File: config.mk
export PLATFORM = sky130hd
export DESIGN_NAME = multicycle_controller
export DESIGN_NICKNAME = d
export VERILOG_FILES = /design/src/rtl/multicycle_controller.sv
export SDC_FILE = /design/constraint.sdc
export NUM_CORES = 1
export LEC_CHECK = 0
export BUFFER_PORTS_ARGS = -buffer_cell sky130_fd_sc_hd__buf_2
export CAP_MARGIN = 40
export CORE_ASPECT_RATIO = 0.8
export CORE_MARGIN = 4
export CORE_UTILIZATION = 46
export DETAILED_ROUTE_END_ITERATION = 6
export GPL_TIMING_DRIVEN = 0
export HOLD_SLACK_MARGIN = 0.06
export PLACE_DENSITY_LB_ADDON = 0.05
export SLEW_MARGIN = 20
export SYNTH_ARGS = -nofsm -noshare
export SYNTH_HDL_FRONTEND = slang
export SYNTH_SLANG_ARGS = --single-unit
File: constraint.sdc
create_clock -name clk -period 1.8 [get_ports clk]
set_input_delay 0.18 -clock clk [delete_from_list [all_inputs] [get_ports clk]]
set_output_delay 0.18 -clock clk [all_outputs]
set_load 0.05 [all_outputs]
File: src/rtl/multicycle_controller.sv
// Main control FSM for the multi-cycle MIPS datapath. Outputs are Moore-decoded from state.
// The exceptions are the FETCH ir_write/pc_write strobes (qualified by mem_ready) and the wait-limit timeout pulse.
module multicycle_controller #(
    parameter int FETCH_WAIT_MAX = 15
) (
    input  logic       clk,
    input  logic       rst,
    input  logic [5:0] opcode,
    input  logic [5:0] funct,
    input  logic       zero,
    input  logic       mem_ready,
    output logic       pc_write,
    output logic       pc_write_cond,
    output logic       iord,
    output logic       mem_read,
    output logic       mem_write,
    output logic       ir_write,
    output logic       reg_write,
    output logic       reg_dst,
    output logic       mem_to_reg,
    output logic       alu_src_a,
    output logic [1:0] alu_src_b,
    output logic [1:0] alu_op,
    output logic [1:0] pc_source,
    output logic       illegal,
    output logic       timeout,
    output logic [3:0] state
);

    localparam int CW = (FETCH_WAIT_MAX > 1) ? $clog2(FETCH_WAIT_MAX + 1) : 1;

    localparam logic [5:0] OP_RTYPE = 6'b000000;
    localparam logic [5:0] OP_LW    = 6'b100011;
    localparam logic [5:0] OP_SW    = 6'b101011;
    localparam logic [5:0] OP_BEQ   = 6'b000100;
    localparam logic [5:0] OP_ADDI  = 6'b001000;
    localparam logic [5:0] OP_J     = 6'b000010;
    localparam logic [5:0] FN_JR    = 6'b001000;

    typedef enum logic [3:0] {
        FETCH     = 4'd0,
        DECODE    = 4'd1,
        MEM_ADDR  = 4'd2,
        MEM_RD    = 4'd3,
        MEM_WB    = 4'd4,
        MEM_WR    = 4'd5,
        R_EXEC    = 4'd6,
        R_WB      = 4'd7,
        BRANCH    = 4'd8,
        JUMP      = 4'd9,
        ADDI_EXEC = 4'd10,
        ADDI_WB   = 4'd11,
        JR        = 4'd12
    } state_t;

    state_t          r_state;
    state_t          w_next;
    logic [CW-1:0]   r_wait_cnt;
    logic            r_illegal;
    logic            w_waiting;
    logic            w_timeout;
    logic            w_legal;
    logic            w_funct_ok;

    // zero is consumed by the datapath's beq PC gating, not by the sequencer.
    logic            w_unused;
    assign w_unused = zero;

    assign w_waiting = ((r_state == FETCH) || (r_state == MEM_RD) || (r_state == MEM_WR)) && !mem_ready;
    // Fires on the FETCH_WAIT_MAX-th consecutive wait cycle itself, not one cycle later.
    assign w_timeout = (FETCH_WAIT_MAX != 0) && w_waiting && (int'(r_wait_cnt) == FETCH_WAIT_MAX - 1);

    assign w_funct_ok = (funct == 6'b100000) || (funct == 6'b100010) || (funct == 6'b100100) ||
                        (funct == 6'b100101) || (funct == 6'b101010) || (funct == FN_JR);
    assign w_legal    = ((opcode == OP_RTYPE) && w_funct_ok) || (opcode == OP_LW) || (opcode == OP_SW) ||
                        (opcode == OP_BEQ) || (opcode == OP_ADDI) || (opcode == OP_J);

    always_ff @(posedge clk or posedge rst) begin
        if (rst) begin
            r_state    <= FETCH;
            r_wait_cnt <= '0;
            r_illegal  <= 1'b0;
        end else begin
            r_state   <= w_next;
            r_illegal <= (r_state == DECODE) && !w_legal;
            if (!w_waiting || w_timeout || (FETCH_WAIT_MAX == 0))
                r_wait_cnt <= '0;
            else
                r_wait_cnt <= r_wait_cnt + 1'b1;
        end
    end

    always_comb begin
        w_next = r_state;
        unique case (r_state)
            FETCH:     if (mem_ready) w_next = DECODE;
            DECODE: begin
                if (!w_legal)                                   w_next = FETCH;
                else if (opcode == OP_RTYPE && funct == FN_JR)  w_next = JR;
                else if (opcode == OP_RTYPE)                    w_next = R_EXEC;
                else if (opcode == OP_LW || opcode == OP_SW)    w_next = MEM_ADDR;
                else if (opcode == OP_BEQ)                      w_next = BRANCH;
                else if (opcode == OP_ADDI)                     w_next = ADDI_EXEC;
                else                                            w_next = JUMP;
            end
            MEM_ADDR:  w_next = (opcode == OP_SW) ? MEM_WR : MEM_RD;
            MEM_RD:    if (mem_ready) w_next = MEM_WB;
            MEM_WR:    if (mem_ready) w_next = FETCH;
            R_EXEC:    w_next = R_WB;
            ADDI_EXEC: w_next = ADDI_WB;
            MEM_WB, R_WB, ADDI_WB, BRANCH, JUMP, JR: w_next = FETCH;
            default:   w_next = FETCH;
        endcase
    end

    always_comb begin
        pc_write      = 1'b0;
        pc_write_cond = 1'b0;
        iord          = 1'b0;
        mem_read      = 1'b0;
        mem_write     = 1'b0;
        ir_write      = 1'b0;
        reg_write     = 1'b0;
        reg_dst       = 1'b0;
        mem_to_reg    = 1'b0;
        alu_src_a     = 1'b0;
        alu_src_b     = 2'b00;
        alu_op        = 2'b00;
        pc_source     = 2'b00;
        unique case (r_state)
            FETCH: begin
                mem_read  = 1'b1;
                alu_src_b = 2'b01;
                ir_write  = mem_ready;
                pc_write  = mem_ready;
            end
            DECODE:    alu_src_b = 2'b11;
            MEM_ADDR: begin
                alu_src_a = 1'b1;
                alu_src_b = 2'b10;
            end
            MEM_RD: begin
                mem_read = 1'b1;
                iord     = 1'b1;
            end
            MEM_WB: begin
                reg_write  = 1'b1;
                mem_to_reg = 1'b1;
            end
            MEM_WR: begin
                mem_write = 1'b1;
                iord      = 1'b1;
            end
            R_EXEC: begin
                alu_src_a = 1'b1;
                alu_op    = 2'b10;
            end
            R_WB: begin
                reg_write = 1'b1;
                reg_dst   = 1'b1;
            end
            ADDI_EXEC: begin
                alu_src_a = 1'b1;
                alu_src_b = 2'b10;
            end
            ADDI_WB:   reg_write = 1'b1;
            BRANCH: begin
                alu_src_a     = 1'b1;
                alu_op        = 2'b01;
                pc_write_cond = 1'b1;
                pc_source     = 2'b01;
            end
            JUMP: begin
                pc_write  = 1'b1;
                pc_source = 2'b10;
            end
            JR: begin
                pc_write  = 1'b1;
                pc_source = 2'b11;
            end
            default: ;
        endcase
    end

    assign illegal = r_illegal;
    assign timeout = w_timeout;
    assign state   = r_state;

endmodule
# Word level (Yosys, flattened, before mapping)
# Cells that the tools add are included.
# Widths: inputs -> output; s select.
[word_totals]
output_inout_bits = 22
input_bits = 16
ff_bits = 9
wordCells = 87
[classes]
addsub = 1
mux = 25
eq_ne = 27
n_reduce_logical = 31
[op_table]
columns = ["op", "n"]
rows = [
  ["$eq 6x6->1 const B", 7],
  ["$mux 4", 8],
  ["$pmux 4 s7", 1],
  ["$eq 4x4->1 const B", 5],
  ["$eq 4x3->1 const B", 4],
  ["$logic_or 1x1->1", 14],
  ["$eq 4x2->1 const B", 3],
  ["$eq 6x4->1 const B", 2],
  ["$pmux 2 s3", 2],
  ["$mux 1", 9],
  ["$reduce_or 2->1", 4],
  ["$eq 6x2->1 const B", 1],
  ["$eq 6x3->1 const B", 1],
  ["$logic_not 6->1", 1],
  ["$ne 2x2->1 const B", 3],
  ["$logic_and 1x1->1", 5],
  ["$add 4x1->4 const B", 1],
  ["$eq 4x1->1 const B", 1],
  ["$logic_not 4->1", 1],
  ["$mux 2", 2],
  ["$pmux 2 s2", 1],
  ["$reduce_or 4->1", 1],
  ["$logic_not 1->1", 3],
  ["$mux 3", 1],
  ["other kinds (3)", 3],
]

# Depth between registers and ports, before layout
[logic_depth]
depth_word = 14
depth_mapped = 6
depth_no_buf = 5

# Worst setup path after synthesis
# Ideal clock, no wire load.
[synth_path]
path_type = "register to output"
start = "reg r_state[1] (netlist: state[1])"
end = "out timeout"
n_path_buf = 1
required_time_ns = 1.620
slack_ns = -1.187
path_stages_with_launch = 5
arrival_ns = 2.807
cell_sequence = "dfrtp_1 -> clkbuf_1 -> xor2_1 -> mux2_2 -> nor4_1"
[synth_between]
elab_chain_len = 5
[synth_lines]
columns = ["element", "line", "rtl"]
rows = [
  ["from (decl)", "56", "state_t r_state;"],
  ["from (signal assigned)", "84", "r_state <= w_next;"],
  ["$eq 4x2->1 or $logic_not 4->1 (tied branches)", "69", "assign w_waiting = ((r_state == FETCH) || (r_state == MEM_RD) || (r_state == MEM_WR)) && !mem_ready;"],
  ["$logic_or 1x1->1", "69", ""],
  ["$logic_or 1x1->1 (*)", "69", ""],
  ["$logic_and 1x1->1 (*)", "69", ""],
  ["$logic_and 1x1->1 (*)", "71", "assign w_timeout = (FETCH_WAIT_MAX != 0) && w_waiting && (int'(r_wait_cnt) == FETCH_WAIT_MAX - 1);"],
  ["to (decl)", "26", "output logic timeout,"],
]
# Every way passes the cells marked *; elsewhere a longest branch is shown, timed or not.

# Worst setup path in the final report
# Ends and elaborated chain as after synthesis.

==> reports/results.txt <==
largest net degree at the start of global routing - 11
Crit path largest cell delay - 480 ps
Area after DPL - 0.001187 mm²
Clock Latency Late Sink - 270 ps
VDD IR-drop max - 0.0007267 V
Antenna Nets Post-Route - 0
delay-heaviest family, CP - flip-flops
Overall Power - 0.0007681 W
Die Area - 0.002625 mm²
number of global-route vias before repair - 943
f_max - 564.6 MHz
Final Hold Violating Endpoints - 0
post-synthesis cell type count - 44
R2R Setup Slk - 140 ps
All-Layer GR Usage - 0.2067
DRC viols - 0
syn_area_per_cell - 7.596 µm²
1st-pass router iterations - 4
Place WS - 132.4 ps
Mapped Nets - 131
Hold Path Sink - state[0]$_DFFE_PP0P_
initial core utilization - 0.5074
relative slew slack - 0.7210
Critical Path End Type - output pin
Core Region - 0.001692 mm²
Sequential Area - 229.0 µm²
clk root buf - clkbuf_4
DP HPWL - 1858 µm
Worst Path Buf+Inv - 1
Final Core Density - 0.7959
GPL Wtd Cong - 0.8119
min-delay src - opcode[4]
outcome - finished, final reports clean
unrepaired setup endpoints after global routing - true
via count - 1,006
sequential area share after synthesis - 0.2624
filler instances - 117
Die W - 56.30 µm
CP required - 1620 ps
area grow syn2layout - 56.85%
r2r worst-path depth - 5
Post-synth EDFFs - 0
WL/cell - 14.12 µm
Diodes inserted - 0
hold path cells - 3
Post-Syn Instances - 113
Num CTS Buffers - 3
Nets - 178
Leak Pwr - 0.5972 nW
Hold WC Path Type - in2reg
Syn Std Cell Area - 858.3 µm²
area occupied by multi-input gates - 693.2 µm²
signal arrival time at the worst endpoint - 1590 ps
Final setup viols - 0
ys flop type - dfrtp_1
worst slew pin tran - 418.4 ps
max cap viols - 0
WS Path Type - reg2out
Critical Path Source Type - flip-flop
Port-buffer cells - 35
global route total overflow - 0
clk_skew - 8.505 ps
vias per cell - 5.558
Critical path origin - state[1]$_DFFE_PP0P_
Die Span Y - 46.64 µm
CTS tree - done
first-pass GRT wire length - 4057 µm
I/O pins - 38
RR Startpoint - state[1]$_DFFE_PP0P_
reg2reg end - state[1]$_DFFE_PP0P_
Slew Viols, Final - 0
cell breakdown of the critical path - xor2_4, mux2_4, nor4_4, buf_6
crit path time final - 1771 ps
share of cells above drive strength 1 - 0.4969
final wirelength - 2555 µm
initial antenna violation count - 0
Critical Path Slowest Stage Cell - dfrtp_2
Core Rows - 13
CTS sink cnt - 9
Yosys reg bits - 9
cell area after layout - 0.001346 mm²
Yosys Warn Count - 0
Async SR Flop Fraction - 1.000
crit-path max FO - 5
clock tree buffer depth - 2
fin crit share - 0.9839
setup ws final - 28.93 ps
Power Density - 570.6 mW/mm²
CTS H-tree lvls - 1
CTS clk-pin slew, worst paths - 60 ps
DR iter-0 viols - 26
worst max path at each step:
| stage | depth (start not counted) | endpoint | slack, ps |
|---|---|---|---|
| detailed placement | 5 | alu_src_b[1] | 130 |
| finish | 4 | timeout | 30 |
| floorplan | 5 | alu_op[0] | -140 |
| global route | 4 | timeout | -20 |
| CTS | 4 | timeout | -50 |
| global placement | 5 | alu_src_b[1] | 150 |
state kept, by name (all words and copies together) (netlist names):
name	flops
illegal	1
r_wait_cnt	4
state	4
placed cells by master (no fill, tap or decap), types with 4 or more instances in the layout:
| cell type | instances |
|---|---|
| clkbuf_4 | 7 |
| nor3_2 | 4 |
| buf_4 | 9 |
| nand2_1 | 6 |
| nand2b_1 | 6 |
| nor2_1 | 20 |
| dfrtp_1 | 6 |
| buf_2 | 27 |
| inv_1 | 5 |
| buf_6 | 5 |
metrics by stage:
step	cells	hold WS, ps	TNS, ps
finish	181	266.1	0
floorplan	113	7.715	-392.7
detailed placement	170	155.6	0
global placement	170	141.5	0
CTS	176	254.4	-91.04
global route	181	259.4	-41.40
kinds of logic after synthesis:
logic type | after synthesis | share of synthesized area
AND/OR/NAND/NOR | 62 | 0.3878
XOR/XNOR | 5 | 0.05103
buffers and inverters | 14 | 0.06705
flip-flops | 9 | 0.2624
multiplexers | 1 | 0.01312
adder cells (fa/ha/maj) | 2 | 0.02915
AO/OA/AOI/OAI | 20 | 0.1895
report_power, final:
group	total [W]	leakage [nW]	switching (W)	internal, W
Clock	0.000160	0.0150	0.0000744	0.0000856
Combinational	0.000370	0.466	0.000234	0.000136
Sequential	0.000238	0.116	0.0000214	0.000216
cells in the mapped netlist (2+ instances only):
master / instances / area (µm²)
nor3b_1: 2 / 15.01
nor2_1: 22 / 82.58
a21oi_1: 3 / 15.01
nand3_1: 3 / 15.01
nor3_1: 7 / 35.03
inv_1: 6 / 22.52
nand2_1: 6 / 22.52
a31oi_1: 2 / 12.51
o31ai_1: 3 / 22.52
or3_1: 2 / 12.51
dfrtp_1: 9 / 225.2
xnor2_1: 3 / 26.28
and3_1: 2 / 12.51
ha_1: 2 / 25.02
nand2b_1: 7 / 43.79
clkbuf_1: 5 / 18.77
xor2_1: 2 / 17.52
layout make-up:
| cell class | count | share of cell area |
|---|---|---|
| repair buffers | 44 | 0.2110 |
| inverters | 6 | 0.01673 |
| plain buffers | 6 | 0.04740 |
| flip-flops and latches | 9 | 0.1701 |
| multi-input cells | 90 | 0.5149 |
| clock buffers | 4 | 0.01952 |
| well taps | 22 | 0.02045 |
repair_timing:
item / 4_1_cts / 5_1_grt
pin swaps: 4 / 3
hold buffers: 1 / 0
endpoints found under the hold margin: 9 / 0
setup buffers: 2 / 6
gates resized for setup: 15 / 12
setup endpoints to repair: 7 / 6
worst min-delay path, delay by kind of cell:
kind                   cells  cell delay, ps
buffers and inverters      1             120
AND/OR/NAND/NOR            1             120
AO/OA/AOI/OAI              1              70
per-layer routing:
layer / share of wire / track usage
met1: 0.43 / 0.2306
met2: 0.46 / 0.3566
met3: 0.083 / 0.06723
met4: 0.025 / 0.1185
met5: 0 / 0
No activity file was read; power rests on OpenSTA's default activity.
